**src/rtl/synth_pkg.sv**
```systemverilog
// Shared definitions for the synth voice datapath.
//   AMP_W        : default amplitude word width (matches clipping stage)
//   ENV_STATE_W  : width of the envelope state encoding
//   env_state_t  : ADSR envelope state codes
package synth_pkg;

  localparam int AMP_W       = 31;
  localparam int ENV_STATE_W = 3;

  typedef enum logic [ENV_STATE_W-1:0] {
    ENV_IDLE    = 3'd0,
    ENV_ATTACK  = 3'd1,
    ENV_DECAY   = 3'd2,
    ENV_SUSTAIN = 3'd3,
    ENV_RELEASE = 3'd4
  } env_state_t;

endpackage

```
**src/rtl/env_ramp_step.sv**
```systemverilog
// Combinational saturating ramp step.
//   amp     : current amplitude
//   step    : unsigned increment/decrement; 0 jumps straight to target
//   target  : saturation bound (upper bound when up=1, lower bound when up=0)
//   up      : 1 = add toward target, 0 = subtract toward target
//   amp_nxt : saturated next amplitude
//   reached : amp_nxt equals target
module env_ramp_step
  import synth_pkg::*;
#(
  parameter int W = AMP_W
) (
  input  logic [W-1:0] amp,
  input  logic [W-1:0] step,
  input  logic [W-1:0] target,
  input  logic         up,
  output logic [W-1:0] amp_nxt,
  output logic         reached
);

  // One extra bit: the sum cannot wrap, and the difference carries a sign.
  logic [W:0]        sum;
  logic signed [W:0] diff;
  logic signed [W:0] tgt_s;

  always_comb begin
    sum   = {1'b0, amp} + {1'b0, step};
    diff  = $signed({1'b0, amp}) - $signed({1'b0, step});
    tgt_s = $signed({1'b0, target});
    if (step == '0) begin
      amp_nxt = target;
    end else if (up) begin
      amp_nxt = (sum >= {1'b0, target}) ? target : sum[W-1:0];
    end else begin
      amp_nxt = (diff <= tgt_s) ? target : diff[W-1:0];
    end
    reached = (amp_nxt == target);
  end

endmodule

```
**src/rtl/adsr_envelope.sv**
```systemverilog
// Per-voice ADSR envelope generator; drives the clipping stage max_amplitude.
//   clk, reset     : clock, synchronous active-high reset
//   sample_tick    : audio-rate strobe; envelope advances only when 1
//   gate           : note held (1) / released (0), sampled on ticks
//   peak_level     : attack target
//   sustain_level  : decay target / hold level (clamped to peak_level)
//   attack_step, decay_step, release_step : per-tick ramp amounts
//   max_amplitude  : registered envelope value
//   env_state      : registered state code
//   active         : registered, 1 when not IDLE
module adsr_envelope
  import synth_pkg::*;
#(
  parameter int AMP_W = synth_pkg::AMP_W
) (
  input  logic                   clk,
  input  logic                   reset,
  input  logic                   sample_tick,
  input  logic                   gate,
  input  logic [AMP_W-1:0]       peak_level,
  input  logic [AMP_W-1:0]       sustain_level,
  input  logic [AMP_W-1:0]       attack_step,
  input  logic [AMP_W-1:0]       decay_step,
  input  logic [AMP_W-1:0]       release_step,
  output logic [AMP_W-1:0]       max_amplitude,
  output logic [ENV_STATE_W-1:0] env_state,
  output logic                   active
);

  env_state_t       state_q, state_nxt;
  logic [AMP_W-1:0] amp_q, amp_nxt;
  logic             gate_q, gate_q_nxt;

  logic [AMP_W-1:0] s_eff;
  logic [AMP_W-1:0] r_step, r_target, r_amp;
  logic             r_up, r_reached;
  logic             rise;

  assign s_eff = (sustain_level > peak_level) ? peak_level : sustain_level;
  assign rise  = gate & ~gate_q;

  // Single shared ramp; operands selected by the current state.
  always_comb begin
    r_step   = '0;
    r_target = s_eff;
    r_up     = 1'b0;
    case (state_q)
      ENV_ATTACK: begin
        r_step   = attack_step;
        r_target = peak_level;
        r_up     = 1'b1;
      end
      ENV_DECAY: begin
        r_step   = decay_step;
        r_target = s_eff;
      end
      ENV_RELEASE: begin
        r_step   = release_step;
        r_target = '0;
      end
      default: ;
    endcase
  end

  env_ramp_step #(.W(AMP_W)) u_ramp (
    .amp     (amp_q),
    .step    (r_step),
    .target  (r_target),
    .up      (r_up),
    .amp_nxt (r_amp),
    .reached (r_reached)
  );

  always_comb begin
    state_nxt  = state_q;
    amp_nxt    = amp_q;
    gate_q_nxt = gate_q;
    if (!(state_q inside {ENV_IDLE, ENV_ATTACK, ENV_DECAY, ENV_SUSTAIN, ENV_RELEASE})) begin
      // Illegal code: recover immediately, not waiting for a tick.
      state_nxt = ENV_IDLE;
      amp_nxt   = '0;
    end else if (sample_tick) begin
      gate_q_nxt = gate;
      case (state_q)
        ENV_IDLE: begin
          amp_nxt = '0;
          if (rise) state_nxt = ENV_ATTACK;
        end
        ENV_ATTACK: begin
          if (!gate) begin
            state_nxt = ENV_RELEASE;
          end else begin
            amp_nxt = r_amp;
            if (r_reached) state_nxt = ENV_DECAY;
          end
        end
        ENV_DECAY: begin
          if (!gate) begin
            state_nxt = ENV_RELEASE;
          end else begin
            amp_nxt = r_amp;
            if (r_reached) state_nxt = ENV_SUSTAIN;
          end
        end
        ENV_SUSTAIN: begin
          amp_nxt = s_eff;
          if (!gate) state_nxt = ENV_RELEASE;
        end
        ENV_RELEASE: begin
          // Retrigger keeps the current level so the new attack has no click.
          if (rise) begin
            state_nxt = ENV_ATTACK;
          end else begin
            amp_nxt = r_amp;
            if (r_reached) state_nxt = ENV_IDLE;
          end
        end
        default: ;
      endcase
    end
  end

  always_ff @(posedge clk) begin
    if (reset) begin
      state_q <= ENV_IDLE;
      amp_q   <= '0;
      gate_q  <= 1'b0;
      active  <= 1'b0;
    end else begin
      state_q <= state_nxt;
      amp_q   <= amp_nxt;
      gate_q  <= gate_q_nxt;
      active  <= (state_nxt != ENV_IDLE);
    end
  end

  assign max_amplitude = amp_q;
  assign env_state     = state_q;

endmodule

```
**config.mk**
```make
export PLATFORM = sky130hd
export DESIGN_NAME = adsr_envelope
export DESIGN_NICKNAME = d
export VERILOG_FILES = /design/src/rtl/synth_pkg.sv /design/src/rtl/env_ramp_step.sv /design/src/rtl/adsr_envelope.sv
export SDC_FILE = /design/constraint.sdc
export NUM_CORES = 1
export LEC_CHECK = 0
export BUFFER_PORTS_ARGS = -buffer_cell sky130_fd_sc_hd__buf_4
export CAP_MARGIN = 20
export CORE_MARGIN = 2
export CORE_UTILIZATION = 54
export CTS_BUF_LIST = sky130_fd_sc_hd__clkbuf_16
export DETAILED_ROUTE_END_ITERATION = 12
export PLACE_DENSITY = 0.77
export SETUP_SLACK_MARGIN = 0.15
export SLEW_MARGIN = 25
export SYNTH_ARGS = -nofsm -noshare
export SYNTH_HDL_FRONTEND = slang
export SYNTH_HIERARCHICAL = 1
export SYNTH_SLANG_ARGS = --single-unit
```
**constraint.sdc**
```tcl
create_clock -name clk -period 8.06 [get_ports clk]
set_input_delay 1.209 -clock clk [delete_from_list [all_inputs] [get_ports clk]]
set_output_delay 1.209 -clock clk [all_outputs]
set_load 0.01 [all_outputs]
```
## After elaboration in Yosys (flattened, before gate mapping)

Index checks and enable logic that the tools add are counted.

- $add $sub $neg: 2
- $lt $le $gt $ge: 3
- Eq/ne operators: 7
- Mux-type cells: 22
- Bitwise gates (word level): 3
- Reduce and logical (&&, ||, !) cells: 9

Operators with widths:

| cell | number |
|---|---|
| $mux 31 | 7 |
| $pmux 31 s4 | 1 |
| $pmux 31 s3 | 1 |
| $pmux 31 s2 | 1 |
| $add 31x31->32 | 1 |
| $ge 32x31->1 | 1 |
| $le 32x32->1 | 1 |
| $sub 31x31->32 | 1 |
| $eq 31x31->1 | 1 |
| $gt 31x31->1 | 1 |
| $logic_not 31->1 | 1 |
| $mux 3 | 10 |
| $pmux 3 s5 | 1 |
| $eq 3x2->1 const B | 2 |
| $reduce_bool 5->1 | 1 |
| $reduce_and 4->1 | 1 |
| $reduce_bool 4->1 | 1 |
| $reduce_or 2->1 | 2 |
| $eq 3x1->1 const B | 1 |
| $eq 3x3->1 const B | 1 |
| $logic_not 3->1 | 1 |
| $reduce_bool 3->1 | 1 |
| $ne 2x1->1 const B | 1 |
| $ne 2x2->1 const B | 1 |
| 4 further kinds | 5 |

- Bits in registers: 36
- Input port bits: 159
- Output and inout bits: 35
- Logic and storage cells: 50

## Depth between registers and ports, before layout

- Depth after elaboration: 14
- Depth in mapped cells: 35
- Depth with buffers taken out: 30

## Cells and area by module

The synthesis kept the hierarchy.

By module, submodules not included:

| module | times used | cells an instance | area each (sq um) | seq. area each (sq um) |
|---|---|---|---|---|
| env_ramp_step | 1 | 1086 | 7315.8 | 0.0 |
| adsr_envelope | 1 | 606 | 4189.0 | 720.7 |

## Least setup slack after synthesis

Ideal clock, no wire load.

- Kind: register to register
- From: register state_q[2], in the netlist env_state[2]
- To: register active
- Setup time: 0.127 ns
- Arrival: 8.091 ns
- Data required time: 7.933 ns
- Path slack: -0.158 ns
- Cell stages (with the launch flop): 33
- Path buffers: 3
- Clock period less this slack: 8.218 ns
- Cells stage by stage: dfxtp_1 clkbuf_1 nor2b_1 clkbuf_1 clkbuf_1 a22oi_1 o21ai_0 inv_1 ha_1 nand2b_1 a2111o_1 a21oi_2 o31ai_2 o41a_4 o31a_1 xnor2_1 ha_1 a211oi_1 o21ai_0 o221ai_1 nor3_1 a2111oi_1 o21a_1 a22oi_1 and3_2 a2111o_1 a2111oi_2 nor3b_2 mux2i_1 o22ai_1 a31oi_1 nor2_1 or3_1

- Longest elaborated chain between the ends: 14
- Elaborated cells on any way between the ends: 31
- Classes of those cells: add/sub (2); order compare (2); eq/ne (5); mux (18); reduce/logical (4)

RTL lines:

| element | RTL line | source |
|---|---|---|
| start, declared | adsr_envelope.sv:30 | `env_state_t state_q, state_nxt;` |
| start signal, assigned | adsr_envelope.sv:130 | `state_q <= state_nxt;` |
| $eq 3x3->1 (tied with other cells) | adsr_envelope.sv:47 | `case (state_q)` |
| $pmux 31 s3 * | adsr_envelope.sv:47 |  |
| named net r_step[1] | adsr_envelope.sv:35 | `logic [AMP_W-1:0] r_step, r_target, r_amp;` |
| $sub 31x31->32 or $add 31x31->32 (tied branches) | env_ramp_step.sv:28, env_ramp_step.sv:27 |  |
| $le 32x32->1 or $ge 32x31->1 (tied branches) | env_ramp_step.sv:35, env_ramp_step.sv:33 |  |
| $mux 31 (on tied branches) | env_ramp_step.sv:35, env_ramp_step.sv:33 |  |
| $mux 31 | env_ramp_step.sv:32 | `end else if (up) begin` |
| $mux 31 * | env_ramp_step.sv:30 | `if (step == '0) begin` |
| $eq 31x31->1 * | env_ramp_step.sv:37 | `reached = (amp_nxt == target);` |
| named net r_reached | adsr_envelope.sv:36 | `logic r_up, r_reached;` |
| $mux 3 (on tied branches) | adsr_envelope.sv:115, adsr_envelope.sv:94, adsr_envelope.sv:102 |  |
| $mux 3 (on tied branches) | adsr_envelope.sv:111, adsr_envelope.sv:90, adsr_envelope.sv:98 |  |
| $pmux 3 s5 * | adsr_envelope.sv:84 | `case (state_q)` |
| $mux 3 * | adsr_envelope.sv:82 | `end else if (sample_tick) begin` |
| $mux 3 * | adsr_envelope.sv:78 | `if (!(state_q inside {ENV_IDLE, ENV_ATTACK, ENV_DECAY, ENV_SUSTAIN, ENV_RELEASE})) begin` |
| $reduce_bool 3->1 * | adsr_envelope.sv:133 | `active <= (state_nxt != ENV_IDLE);` |
| end signal, assigned | adsr_envelope.sv:133 |  |
| end, declared | adsr_envelope.sv:27 | `output logic active` |

The timed path passes the listed nets; every way through them passes the cells marked *.
A chain may end at the register's enable or synchronous reset.

## Worst setup path after layout

Same ends and word-level chain as after synthesis.

==> metrics.yaml <==
synth:
  synthFlopType: "dfxtp_1"
  synthCells: 1692
  synth-async-reset-ratio: 0
  yosys_warnings: 6
  ys_types: 101
  synth_edf_count: 0
  syn_area_per_cell_um2: 6.800
  synth_nets: 2008
  synth_area_mm2: 0.01150
  synth-seq-cells: 36
  synth-seq-area-share: 0.06264
sta:
  layout_min_cycle_time_ps: 7797
  fin_crit_sh: 0.9673
  slew_violations: 0
  finalSetupViolCount: 0
  max_freq_mhz: 128.3
  hold_viol: 0
  worst_pin_slew_ps: 1152
  slew_headroom: 0.2293
  skew_ps: 5.428
  rsz0062_at_grt: "no"
  tns_ps: 0
  finalWorstSetupSlack_ps: 263.3
  whs_ps: 523.2
global_routing:
  grt_overflow: 0
  grt_pass1_vias: 14090
  antenna_found_initial: 0
  grt_max_degree: 51
  grt_usage: 0.4583
  grt_pass1_wl_mm: 79.45
final_layout:
  layout.cells.non_filler: 2348
  most-common-layout-cells: "471 x buf_4, 169 x a21oi_1, 153 x ha_1"
  seq_area_um2: 725.7
  drive_gt1_frac: 0.2947
  multi_input_area_mm2: 0.01002
  final_common_cell: "buf_4"
  diodes: 0
  n_fill_cell: 1744
  fin_util: 0.7364
  syn_to_final_growth_pct: 34.14
  fin_nets: 2388
  fin_area_mm2: 0.01543
setup_path:
  startpoint_type: "flip-flop"
  crit_type: "reg2reg"
  reg2regPathDepth: 32
  rrSetupSlack_ps: 260
  cp.arrival_ps: 7970
  cpPeakStageDelay_ps: 570
  worstSetupEndpoint: "active"
  r2r_start: "env_state[2]"
  critical_path_required_ps: 8230
  crit_slowest_cell: "or4_4"
  startpoint: "env_state[2]"
  cp_max_fo: 11
  r2r_end: "active"
  crit_top_cell: "buf_4"
  cp-end-kind: "flip-flop"
route:
  wl_mm: 54.20
  wl_met1_mm: 21.06
  wl_met2_mm: 22.87
  first_pass_iters: 6
  viasPerCell: 6.655
  wl_met3_mm: 7.721
  dr_total_vias: 15630
  top_layer: "met4"
  drc: 0
  drtIter0Drc: 1997
  wl_per_cell_um: 23.08
  antenna_left: 0
hold_path:
  hp-class: "reg2reg"
floorplan:
  rows: 53
  fp.dieArea_mm2: 0.02249
  start_util: 0.5490
  pin_count: 194
  die_h_um: 150.0
  die_x_um: 150.0
  core-area_mm2: 0.02096
clock_network:
  htree_levels: 2
  clock_latency_ps: 290
  cts_root_buffer: "clkbuf_16"
  clkTransAtPathRegs_ps: 60
  numClockSinks: 36
  tritoncts: "yes"
  cts_buffer_depth: 2
  numCtsBuffers: 5
power:
  p_leak_nw: 7.183
  ir_drop_v: 0.00008208
  power.total_mw: 3.440
  power_density_mw_per_mm2: 222.9
placement:
  dpl_cell_area_mm2: 0.01497
  port_buffers: 193
  gp_congestion: 1.104
  dp.cells: 2332
  dp_hpwl_mm: 44.61
  pre_cts_slack_ps: -345.1
status:
  status: "finished clean"
flow_run:
  cap_violations: 0
## worst max-delay path: cells and delay by family (launching register included)
family | cells | cell delay [ps]
AO/OA/AOI/OAI | 13 | 2770
AND/OR/NAND/NOR | 10 | 2830
buffers and inverters | 6 | 900
adder cells (fa/ha/maj) | 2 | 540
flip-flops | 1 | 390
multiplexers | 1 | 220
## cells by family after synthesis
| group | after synthesis | synth area share |
|---|---|---|
| simple gates | 529 | 0.2339 |
| flops | 36 | 0.06264 |
| buf+inv | 243 | 0.09223 |
| xor+xnor | 63 | 0.05155 |
| mux | 6 | 0.005546 |
| fa+ha+maj | 157 | 0.1721 |
| compound gates | 658 | 0.3821 |
## per-layer routing
layer	vias up	track usage
met4	0	0.1759
met3	164	0.1311
met1	7234	0.6139
met2	1108	0.6929
li1	7120	-
met5	-	0
## where the power goes
part | internal [mW] | switching, mW | leakage [nW]
Clock | 0.145 | 0.0835 | 0.0850
Sequential | 0.195 | 0.0273 | 0.296
Combinational | 1.24 | 1.75 | 6.80
## final cells by class
cell class,instances,area share
clock inverter,3,0.002513
sequential,36,0.04702
multi-input combinational,1413,0.6492
clock buffer,5,0.008108
inverter,137,0.03332
tap,275,0.02230
timing repair buffer,479,0.2376
## sequential cells by signal (all words and copies together) (netlist names)
| name | cells |
|---|---|
| max_amplitude | 31 |
| env_state | 3 |
| active | 1 |
| gate_q | 1 |
## synthesized netlist by cell type (all sizes together), types with 5 or more instances
| cell | count | area share |
|---|---|---|
| inv | 136 | 0.044 |
| o21ai | 165 | 0.072 |
| a32oi | 5 | 0.0038 |
| a21oi | 174 | 0.076 |
| a2111oi | 8 | 0.0069 |
| a22oi | 38 | 0.025 |
| a211oi | 37 | 0.024 |
| nand4 | 32 | 0.019 |
| o21a | 14 | 0.0091 |
| o22ai | 10 | 0.0054 |
| o31ai | 13 | 0.0089 |
| or2 | 20 | 0.011 |
| a221o | 10 | 0.0091 |
| xnor2 | 55 | 0.042 |
| and2 | 34 | 0.019 |
| a311oi | 33 | 0.025 |
| and3 | 6 | 0.0036 |
| a221oi | 6 | 0.0046 |
| o221a | 19 | 0.019 |
| ha | 155 | 0.17 |
| a21boi | 5 | 0.0033 |
| o211ai | 15 | 0.0098 |
| a31oi | 17 | 0.0092 |
| or4 | 5 | 0.0039 |
| nor2 | 116 | 0.038 |
| nor3 | 38 | 0.017 |
| nand2b | 15 | 0.0082 |
| o311ai | 6 | 0.0061 |
| buf | 21 | 0.013 |
| o22a | 17 | 0.013 |
| or3 | 8 | 0.0044 |
| nand3 | 62 | 0.027 |
| nor2b | 18 | 0.0098 |
| nand2 | 124 | 0.040 |
| nor4 | 34 | 0.020 |
| clkbuf | 85 | 0.035 |
| o21bai | 11 | 0.0072 |
| dfxtp | 36 | 0.063 |
| xor2 | 5 | 0.0038 |
| a21o | 13 | 0.0086 |
## what timing repair did
item,in CTS,in global routing
hold buffers,0,0
setup buffers,0,6
pin swaps,0,12
setup endpoints to repair,2,4
cloned,0,2
gates resized for setup,9,61
## how the worst min path moves through the flow
stage | cells after the start | startpoint | endpoint
after CTS | 2 | gate_q | gate_q
after detailed placement | 2 | gate_q | gate_q
final | 2 | gate_q | gate_q
after global placement | 2 | gate_q | gate_q
after floorplan | 2 | gate_q | gate_q
after global routing | 2 | gate_q | gate_q
Note: power is estimated with default switching activity, not from simulation.
